File: config.mk
export PLATFORM = sky130hd
export DESIGN_NAME = sound_glu_fifo_flat
export DESIGN_NICKNAME = d
export VERILOG_FILES = /design/src/rtl/sound_glu_fifo_if.sv /design/src/rtl/sound_glu_fifo.sv /design/src/flat_wrapper.sv
export SDC_FILE = /design/constraint.sdc
export NUM_CORES = 1
export LEC_CHECK = 0
export BUFFER_PORTS_ARGS = -buffer_cell sky130_fd_sc_hd__buf_2
export CAP_MARGIN = 5
export CORE_AREA = 2 2 219 264
export CTS_CLUSTER_DIAMETER = 40
export CTS_CLUSTER_SIZE = 12
export DETAILED_ROUTE_END_ITERATION = 10
export DIE_AREA = 0 0 221 266
export SYNTH_ARGS = -nofsm -noshare
export SYNTH_HDL_FRONTEND = slang
export SYNTH_SLANG_ARGS = --single-unit
File: constraint.sdc
create_clock -name clk_logic -period 5.8 [get_ports clk_logic]
set_clock_uncertainty 0.15 [all_clocks]
set_input_delay 0.58 -clock clk_logic [delete_from_list [all_inputs] [get_ports clk_logic]]
set_output_delay 0.58 -clock clk_logic [all_outputs]
set_load 0.005 [all_outputs]
File: src/rtl/sound_glu_fifo_if.sv
// sound_glu_fifo_if
//   SDRAM client port used by the GLU to reach sound RAM.
//   master (GLU side):
//     mem_addr_o    22  word address
//     mem_wr_o       1  one-cycle write request
//     mem_rd_o       1  one-cycle read request
//     mem_byte_en_o  4  byte lanes (one-hot on writes, all on reads)
//     mem_data_o    32  write data, byte replicated in every lane
//     mem_q_i       32  read data
//     mem_ready_i    1  request complete (mem_q_i valid on reads)
//   slave (memory side): same signals, opposite directions.
interface sound_glu_fifo_if;
    logic [21:0] mem_addr_o;
    logic        mem_wr_o;
    logic        mem_rd_o;
    logic [3:0]  mem_byte_en_o;
    logic [31:0] mem_data_o;
    logic [31:0] mem_q_i;
    logic        mem_ready_i;

    modport master (
        output mem_addr_o, mem_wr_o, mem_rd_o, mem_byte_en_o, mem_data_o,
        input  mem_q_i, mem_ready_i
    );

    modport slave (
        input  mem_addr_o, mem_wr_o, mem_rd_o, mem_byte_en_o, mem_data_o,
        output mem_q_i, mem_ready_i
    );
endinterface

File: src/rtl/sound_glu_fifo.sv
// sound_glu_fifo
//   IIgs sound GLU: decodes ctrl/data/ptr_lo/ptr_hi, routes data-register
//   accesses to the DOC5503 or to sound RAM, queues RAM writes in a FIFO
//   drained to SDRAM, serves RAM reads with prefetch semantics, and scales
//   and noise-gates the DOC stereo mix.
// Ports:
//   clk_logic, system_reset_n      clock, async active-low reset
//   reg_sel_i/addr/rw_n/strobe     register access from the bus decoder
//   reg_data_i / reg_data_o        register write / combinational read data
//   mem                            SDRAM client port (sound_glu_fifo_if.master)
//   doc_*                          DOC5503 access strobe, address and data
//   audio_l/r_i, audio_l/r_o       signed DOC mix in, scaled and gated out
module sound_glu_fifo #(
    parameter int unsigned ADDR_W               = 16,
    parameter int unsigned FIFO_DEPTH           = 8,
    parameter logic [31:0] MEM_BASE             = 32'h10000,
    parameter bit          NOISE_GATE_ENABLE    = 1'b1,
    parameter int unsigned NOISE_GATE_THRESHOLD = 48
) (
    input  logic                clk_logic,
    input  logic                system_reset_n,
    input  logic                reg_sel_i,
    input  logic [1:0]          reg_addr_i,
    input  logic                reg_rw_n_i,
    input  logic                reg_strobe_i,
    input  logic [7:0]          reg_data_i,
    output logic [7:0]          reg_data_o,
    sound_glu_fifo_if.master    mem,
    output logic                doc_cs_o,
    output logic                doc_we_o,
    output logic [7:0]          doc_addr_o,
    output logic [7:0]          doc_data_o,
    input  logic [7:0]          doc_data_i,
    input  logic signed [15:0]  audio_l_i,
    input  logic signed [15:0]  audio_r_i,
    output logic signed [15:0]  audio_l_o,
    output logic signed [15:0]  audio_r_o
);
    // The pointer register image is at least 16 bits so ptr_lo/ptr_hi always
    // read back; bits at or above ADDR_W are kept clear so it wraps there.
    localparam int unsigned     PW       = (ADDR_W > 16) ? ADDR_W : 16;
    localparam logic [PW-1:0]   PTR_MASK = PW'((33'd1 << ADDR_W) - 33'd1);
    localparam int unsigned     FIFO_AW  = $clog2(FIFO_DEPTH);
    localparam int unsigned     ENTRY_W  = ADDR_W + 8;

    typedef enum logic [1:0] {ST_IDLE, ST_WR, ST_RD} state_t;

    state_t                 state_q;
    logic [6:0]             ctrl_q;
    logic [PW-1:0]          ptr_q, ptr_d;
    logic [7:0]             dataR_q;
    logic                   rdPend_q;
    logic [ADDR_W-1:0]      rdAddr_q;
    logic [ENTRY_W-1:0]     fifoMem_q [FIFO_DEPTH];
    logic [FIFO_AW:0]       wrIdx_q, rdIdx_q;
    logic [21:0]            memAddr_q;
    logic                   memWr_q, memRd_q;
    logic [3:0]             memBe_q;
    logic [31:0]            memData_q;
    logic signed [15:0]     s1L_q, s1R_q;

    logic access, dataAcc, ramMode, autoInc, ramWr, ramRd, docAcc;
    logic fifoEmpty, fifoFull, push, pop, overflow, rdDone, busy;
    logic [ADDR_W-1:0]  ptrEff, headAddr;
    logic [ENTRY_W-1:0] head;

    function automatic logic [21:0] wordAddr(input logic [ADDR_W-1:0] a);
        logic [31:0] sum;
        sum = MEM_BASE + 32'(a[ADDR_W-1:2]);
        return sum[21:0];
    endfunction

    // Magnitude is taken in 17 bits so -32768 compares correctly.
    function automatic logic [15:0] noiseGate(input logic [15:0] s);
        logic [16:0] mag;
        mag = s[15] ? (17'd0 - {1'b1, s}) : {1'b0, s};
        if (NOISE_GATE_ENABLE && (mag < 17'(NOISE_GATE_THRESHOLD)))
            return 16'h0000;
        return s;
    endfunction

    assign access    = reg_sel_i & reg_strobe_i;
    assign dataAcc   = access & (reg_addr_i == 2'd1);
    assign ramMode   = ctrl_q[6];
    assign autoInc   = ctrl_q[5];
    assign ramWr     = dataAcc & ramMode & ~reg_rw_n_i;
    assign ramRd     = dataAcc & ramMode & reg_rw_n_i;
    assign docAcc    = dataAcc & ~ramMode;
    assign ptrEff    = ptr_q[ADDR_W-1:0];

    assign fifoEmpty = (wrIdx_q == rdIdx_q);
    assign fifoFull  = (wrIdx_q[FIFO_AW] != rdIdx_q[FIFO_AW]) &&
                       (wrIdx_q[FIFO_AW-1:0] == rdIdx_q[FIFO_AW-1:0]);
    assign pop       = (state_q == ST_WR) & mem.mem_ready_i;
    // A pop in the same cycle frees a slot, so a full FIFO still accepts.
    assign push      = ramWr & (~fifoFull | pop);
    assign overflow  = ramWr & fifoFull & ~pop;
    assign rdDone    = (state_q == ST_RD) & mem.mem_ready_i;
    assign busy      = ~fifoEmpty | (state_q != ST_IDLE);

    assign head      = fifoMem_q[rdIdx_q[FIFO_AW-1:0]];
    assign headAddr  = head[ENTRY_W-1:8];

    assign doc_cs_o   = docAcc;
    assign doc_we_o   = docAcc & ~reg_rw_n_i;
    assign doc_addr_o = ptr_q[7:0];
    assign doc_data_o = reg_data_i;

    assign mem.mem_addr_o    = memAddr_q;
    assign mem.mem_wr_o      = memWr_q;
    assign mem.mem_rd_o      = memRd_q;
    assign mem.mem_byte_en_o = memBe_q;
    assign mem.mem_data_o    = memData_q;

    // Register read mux; a DOC data read passes the DOC bus straight through.
    always_comb begin
        reg_data_o = 8'h00;
        if (reg_sel_i) begin
            unique case (reg_addr_i)
                2'd0:    reg_data_o = {busy, ctrl_q};
                2'd1:    reg_data_o = ramMode ? dataR_q : doc_data_i;
                2'd2:    reg_data_o = ptr_q[7:0];
                default: reg_data_o = ptr_q[15:8];
            endcase
        end
    end

    // Pointer update: explicit byte writes, else auto-increment on any data access.
    always_comb begin
        ptr_d = ptr_q;
        if (access && !reg_rw_n_i && reg_addr_i == 2'd2)
            ptr_d[7:0] = reg_data_i;
        else if (access && !reg_rw_n_i && reg_addr_i == 2'd3)
            ptr_d[15:8] = reg_data_i;
        else if (dataAcc && autoInc)
            ptr_d = ptr_q + PW'(1);
        ptr_d = ptr_d & PTR_MASK;
    end

    // Register file, FIFO write side and the read-prefetch bookkeeping.
    always_ff @(posedge clk_logic or negedge system_reset_n) begin
        if (!system_reset_n) begin
            ctrl_q   <= 7'h0F;
            ptr_q    <= '0;
            dataR_q  <= 8'h00;
            rdPend_q <= 1'b0;
            rdAddr_q <= '0;
            wrIdx_q  <= '0;
        end else begin
            ptr_q <= ptr_d;
            if (push)
                wrIdx_q <= wrIdx_q + 1'b1;
            if (access && !reg_rw_n_i && reg_addr_i == 2'd0)
                ctrl_q <= {reg_data_i[6:5], 1'b0, reg_data_i[3:0]};
            else if (overflow)
                ctrl_q[4] <= 1'b1;
            if (rdDone) begin
                dataR_q  <= mem.mem_q_i[{rdAddr_q[1:0], 3'b000} +: 8];
                rdPend_q <= 1'b0;
            end
            if (ramRd && !rdPend_q) begin
                rdPend_q <= 1'b1;
                rdAddr_q <= ptrEff;
            end
            if (docAcc && reg_rw_n_i)
                dataR_q <= doc_data_i;
        end
    end

    // FIFO storage needs no reset; validity lives in the index registers.
    always_ff @(posedge clk_logic) begin
        if (push)
            fifoMem_q[wrIdx_q[FIFO_AW-1:0]] <= {ptrEff, reg_data_i};
    end

    // Memory FSM: queued writes always go first, keeping program order.
    always_ff @(posedge clk_logic or negedge system_reset_n) begin
        if (!system_reset_n) begin
            state_q   <= ST_IDLE;
            memWr_q   <= 1'b0;
            memRd_q   <= 1'b0;
            memAddr_q <= '0;
            memBe_q   <= 4'h0;
            memData_q <= '0;
            rdIdx_q   <= '0;
        end else begin
            memWr_q <= 1'b0;
            memRd_q <= 1'b0;
            unique case (state_q)
                ST_IDLE: begin
                    if (!fifoEmpty) begin
                        state_q   <= ST_WR;
                        memWr_q   <= 1'b1;
                        memAddr_q <= wordAddr(headAddr);
                        memBe_q   <= 4'b0001 << headAddr[1:0];
                        memData_q <= {4{head[7:0]}};
                    end else if (rdPend_q) begin
                        state_q   <= ST_RD;
                        memRd_q   <= 1'b1;
                        memAddr_q <= wordAddr(rdAddr_q);
                        memBe_q   <= 4'hF;
                    end
                end
                ST_WR: begin
                    if (mem.mem_ready_i) begin
                        state_q <= ST_IDLE;
                        rdIdx_q <= rdIdx_q + 1'b1;
                    end
                end
                ST_RD: begin
                    if (mem.mem_ready_i)
                        state_q <= ST_IDLE;
                end
                default: state_q <= ST_IDLE;
            endcase
        end
    end

    // Audio: stage 1 scales by (vol+1)/16, stage 2 applies the noise gate.
    logic [4:0]         gain;
    logic signed [20:0] gainS, inL, inR, prodL, prodR, shL, shR;
    assign gain  = {1'b0, ctrl_q[3:0]} + 5'd1;
    assign gainS = $signed({16'd0, gain});
    assign inL   = 21'(audio_l_i);
    assign inR   = 21'(audio_r_i);
    assign prodL = inL * gainS;
    assign prodR = inR * gainS;
    assign shL   = prodL >>> 4;
    assign shR   = prodR >>> 4;

    always_ff @(posedge clk_logic or negedge system_reset_n) begin
        if (!system_reset_n) begin
            s1L_q     <= '0;
            s1R_q     <= '0;
            audio_l_o <= '0;
            audio_r_o <= '0;
        end else begin
            s1L_q     <= shL[15:0];
            s1R_q     <= shR[15:0];
            audio_l_o <= noiseGate(s1L_q);
            audio_r_o <= noiseGate(s1R_q);
        end
    end
endmodule
File: src/flat_wrapper.sv
// flat-port wrapper written by rule: the top's interface ports become plain ports
module sound_glu_fifo_flat 
#(
    parameter int unsigned ADDR_W               = 16,
    parameter int unsigned FIFO_DEPTH           = 8,
    parameter logic [31:0] MEM_BASE             = 32'h10000,
    parameter bit          NOISE_GATE_ENABLE    = 1'b1,
    parameter int unsigned NOISE_GATE_THRESHOLD = 48
)
  (clk_logic, system_reset_n, reg_sel_i, reg_addr_i, reg_rw_n_i, reg_strobe_i, reg_data_i, reg_data_o, doc_cs_o, doc_we_o, doc_addr_o, doc_data_o, doc_data_i, audio_l_i, audio_r_i, audio_l_o, audio_r_o, mem_mem_addr_o, mem_mem_wr_o, mem_mem_rd_o, mem_mem_byte_en_o, mem_mem_data_o, mem_mem_q_i, mem_mem_ready_i);
  sound_glu_fifo_if mem_i ();
  input  logic clk_logic;
  input  logic system_reset_n;
  input  logic reg_sel_i;
  input  logic [1:0] reg_addr_i;
  input  logic reg_rw_n_i;
  input  logic reg_strobe_i;
  input  logic [7:0] reg_data_i;
  output logic [7:0] reg_data_o;
  output logic doc_cs_o;
  output logic doc_we_o;
  output logic [7:0] doc_addr_o;
  output logic [7:0] doc_data_o;
  input  logic [7:0] doc_data_i;
  input  logic signed [15:0] audio_l_i;
  input  logic signed [15:0] audio_r_i;
  output logic signed [15:0] audio_l_o;
  output logic signed [15:0] audio_r_o;
  output wire logic [$bits(mem_i.mem_addr_o)-1:0] mem_mem_addr_o;
  output wire logic [$bits(mem_i.mem_wr_o)-1:0] mem_mem_wr_o;
  output wire logic [$bits(mem_i.mem_rd_o)-1:0] mem_mem_rd_o;
  output wire logic [$bits(mem_i.mem_byte_en_o)-1:0] mem_mem_byte_en_o;
  output wire logic [$bits(mem_i.mem_data_o)-1:0] mem_mem_data_o;
  input wire logic [$bits(mem_i.mem_q_i)-1:0] mem_mem_q_i;
  input wire logic [$bits(mem_i.mem_ready_i)-1:0] mem_mem_ready_i;
  assign mem_mem_addr_o = mem_i.mem_addr_o;
  assign mem_mem_wr_o = mem_i.mem_wr_o;
  assign mem_mem_rd_o = mem_i.mem_rd_o;
  assign mem_mem_byte_en_o = mem_i.mem_byte_en_o;
  assign mem_mem_data_o = mem_i.mem_data_o;
  assign mem_i.mem_q_i = mem_mem_q_i;
  assign mem_i.mem_ready_i = mem_mem_ready_i;
  sound_glu_fifo #(.ADDR_W(ADDR_W), .FIFO_DEPTH(FIFO_DEPTH), .MEM_BASE(MEM_BASE), .NOISE_GATE_ENABLE(NOISE_GATE_ENABLE), .NOISE_GATE_THRESHOLD(NOISE_GATE_THRESHOLD)) u_core (.clk_logic(clk_logic), .system_reset_n(system_reset_n), .reg_sel_i(reg_sel_i), .reg_addr_i(reg_addr_i), .reg_rw_n_i(reg_rw_n_i), .reg_strobe_i(reg_strobe_i), .reg_data_i(reg_data_i), .reg_data_o(reg_data_o), .mem(mem_i), .doc_cs_o(doc_cs_o), .doc_we_o(doc_we_o), .doc_addr_o(doc_addr_o), .doc_data_o(doc_data_o), .doc_data_i(doc_data_i), .audio_l_i(audio_l_i), .audio_r_i(audio_r_i), .audio_l_o(audio_l_o), .audio_r_o(audio_r_o));
endmodule
==> run_results.csv <==
group,metric,value,unit
clock_tree,cts_buffer_depth,3,
worst_setup_path,path_cells,"nand3_1 > xor2_2 > buf_4 > nor2b_1 > ha_1 > fa_1 > inv_1 > fa_1 > inv_1 > ha_1 > a21o_1 > a21o_1 > a221oi_1 > o31ai_1 > nor4b_1 > a211o_1",
sta,rsz0062_at_grt,"false",
sta,fin_hold_ws,0.117,ns
routing,firstDrtPassIters,6,
synth,synth-seq-cells,343,
synth,synth_compound_area_share,5.24,%
worst_setup_path,critPathCaptureType,"flop",
floorplanning,start_util,34.3,%
clock_tree,insertion_delay,0.54,ns
worst_setup_path,cpMaxStageDelayCell,"xor2_2",
placed_design,dp_hpwl,34400,um
synth,synth_warnings,0,
worst_setup_path,r2r_slack,0.50,ns
clock_tree,cts-root-buf,"clkbuf_16",
synth,syn_avg_cell_area,12.6,sq um
clock_tree,cts_buffers,43,
synth,synth_flop_cell,"edfxtp_1",
routing,initialDrtViolationCount,703,
sta,hold_viol,0,
sta,tightest_slew,1.04,ns
placed_design,gp_congestion,0.862,
clock_tree,cts-resized-gates,0,
routing,via_count,12200,
clock_tree,path_clk_slew,0.06,ns
global_routing,antenna_found_initial,4,
final_layout,layout_common_cells,"buf_2 (197), edfxtp_1 (192), inv_1 (169)",
clock_tree,clock-sinks,343,
sta,finalCriticalPeriod,5.30,ns
floorplanning,die_h,266,um
routing,via_per_inst,4.92,
floorplanning,die_w,221,um
outcome,outcome,"finished, final reports clean",
flow_run,drv_cap,0,
routing,wl_per_cell,19.4,um
clock_tree,htreeDepth,2,
worst_setup_path,cpPeakStageDelay,0.71,ns
sta,max_freq,0.189,GHz
synth,synth_area,19400,sq um
routing,drc,0,
final_layout,area_delta_synth_final,15.7,%
final_layout,drive_above_1_share,24.5,%
synth,synth_top_family_by_area,"adder cells",
worst_setup_path,critical_path_required,6.12,ns
synth,synthAdderAreaFrac,14.2,%
min_path,worstHoldPathType,"in2reg",
floorplanning,row_count,96,
synth,synthCells,1537,
worst_setup_path,arrival,5.62,ns
placed_design,io_buffers,198,
power_and_ir_drop,p_leak,9.47,nW
final_layout,layout_commonest_cell,"buf_2",
synth,synth_xor_area_share,2.84,%
sta,final_max_slew_viol_count,0,
global_routing,grt-ovfl-total,0,
power_and_ir_drop,power_density,519,nW/um^2
sta,tns,0,ns
sta,fin_crit_sh,91.4,%
worst_setup_path,path_max_fanout,16,
routing,final_antenna_net_count,0,
global_routing,grt_start_max_net_pins,79,
sta,slew_headroom,30.7,%
sta,setup_viol,0,
global_routing,grt_pass1_wl,75700,um
synth,synth_edf_count,192,
final_layout,layout.nets,1959,
global_routing,grt_usage,16.5,%
synth,synthArstFlopShare,44.0,%
global_routing,grt_pass1_vias,13200,
worst_setup_path,worstSetupStartpointType,"flop",
floorplanning,ioPinCount,206,
floorplanning,die_area,58800,sq um
worst_setup_path,crit_type,"reg2reg",
synth,synthMuxAreaShare,10.9,%
floorplanning,core-area,56600,sq um
power_and_ir_drop,vdd_drop_max,0.305,mV
synth,ys_seq_area_share,49.2,%
routing,wl,48000,um
clock_tree,cts_tree,"built",
synth,synth-simple-area-share,11.3,%
synth,synthDistinctLibCells,68,
-- worst max-delay path: cells and delay by family (launching register included) --
kind / cells / cell delay [ns]
AO/OA/AOI/OAI: 5 / 1.22
buffers and inverters: 3 / 0.41
AND/OR/NAND/NOR: 3 / 0.55
flip-flops: 1 / 0.59
adder cells (fa/ha/maj): 4 / 1.60
XOR/XNOR: 1 / 0.71
-- cell families (layout without fill, tap and decap cells) --
logic type / Yosys count / after routing
compound gates: 163 / 163
xor+xnor: 63 / 63
fa+ha+maj: 165 / 165
buf+inv: 274 / 471
flops: 343 / 343
mux: 128 / 128
other cells: 1 / 8
simple gates: 400 / 400
-- layer usage --
metal | wire length (um) | up-vias | global-route usage, % | part of all wire (%)
met1 | 19400 | 6241 | 20.4 | 40
met3 | 2400 | 56 | 2.65 | 5.0
met5 | 37 | - | 0 | 0.077
li1 | - | 5571 | - | -
met2 | 25400 | 318 | 30.3 | 53
met4 | 800 | 6 | 3.81 | 1.7
-- path summary, 6_finish.rpt --
path / from / to / depth (start not counted)
max: u_core.ctrl_q[2] / u_core.s1R_q[14] / 16
min: doc_data_i[5] / u_core.dataR_q[5] / 3
max reg2reg: u_core.ctrl_q[2] / u_core.s1R_q[14] / 16
min reg2reg: u_core.mem.mem_addr_o[16] / u_core.mem.mem_addr_o[16] / 1
max in group asynchronous: system_reset_n / u_core.rdIdx_q[0] / 3
min in group asynchronous: system_reset_n / u_core.mem.mem_data_o[28] / 2
-- flip-flops by register name (all words and copies together), names as in the netlist, 4 cells and up --
name                      count
u_core.audio_l_o             16
u_core.audio_r_o             16
u_core.ctrl_q                 7
u_core.dataR_q                8
u_core.fifoMem_q            192
u_core.mem.mem_addr_o        15
u_core.mem.mem_byte_en_o      4
u_core.mem.mem_data_o         8
u_core.ptrEff                16
u_core.rdAddr_q              16
u_core.rdIdx_q                4
u_core.s1L_q                 16
u_core.s1R_q                 16
u_core.wrIdx_q                4
-- synth_stat cells (all sizes together) (4+ instances only) --
cell | n | share of area (%)
edfxtp | 192 | 30
inv | 169 | 3.3
dfrtp | 147 | 19
and2 | 128 | 4.2
fa | 92 | 9.5
ha | 73 | 4.7
nand2 | 69 | 1.3
mux4 | 63 | 7.3
nor2b | 62 | 2.0
nor2 | 60 | 1.2
buf | 58 | 2.1
a21oi | 53 | 1.4
clkbuf | 47 | 0.91
mux2 | 44 | 2.6
xnor2 | 40 | 1.8
o21ai | 38 | 0.98
xor2 | 23 | 1.0
mux2i | 21 | 1.1
nand3 | 17 | 0.46
o22ai | 15 | 0.48
nand2b | 13 | 0.42
nor3 | 12 | 0.31
a21o | 11 | 0.43
and3 | 8 | 0.26
nand4 | 8 | 0.26
a31oi | 6 | 0.19
o21a | 6 | 0.23
nor3b | 5 | 0.19
or4 | 5 | 0.21
a211oi | 4 | 0.18
dfstp | 4 | 0.54
-- power breakdown --
part	leakage, nW	total (mW)	switching, mW	internal, mW
combinational	5.24	5.41	2.98	2.43
sequential	3.54	3.60	0.438	3.16
clock	0.698	2.64	1.04	1.60
total	9.47	11.7	4.46	7.19
-- metrics by stage --
step | power (mW) | std cells | instance area (sq um) | util (%) | setup slack (ns)
2_1_floorplan | 7.54 | 1543 | 19400 | - | 1.07
3_3_place_gp | 9.09 | 2395 | 21000 | 37.2 | 0.679
3_5_place_dp | 9.15 | 2395 | 21000 | 37.2 | 0.490
4_1_cts | 11.9 | 2475 | 22500 | 39.7 | 0.454
5_1_grt | 12.6 | 2475 | 22500 | 39.7 | 0.0911
6_report | 11.7 | 2476 | 22500 | 39.7 | 0.501
-- what timing repair did --
item / CTS / global route
endpoints found under the hold margin: 77 / 0
buffers inserted: 0 / 0
setup endpoints to repair: 0 / 0
hold buffers: 1 / 0
-- final cells by class --
class	instances	area [sq um]
flip-flops and latches	343	9550
clock inverters	17	183
clock buffers	62	1240
diodes	1	2.50
well taps	735	920
inverters	169	634
multi-input cells	926	8730
fillers	5362	34100
repair buffers	223	1210
No activity file was read; power rests on OpenSTA's default activity.
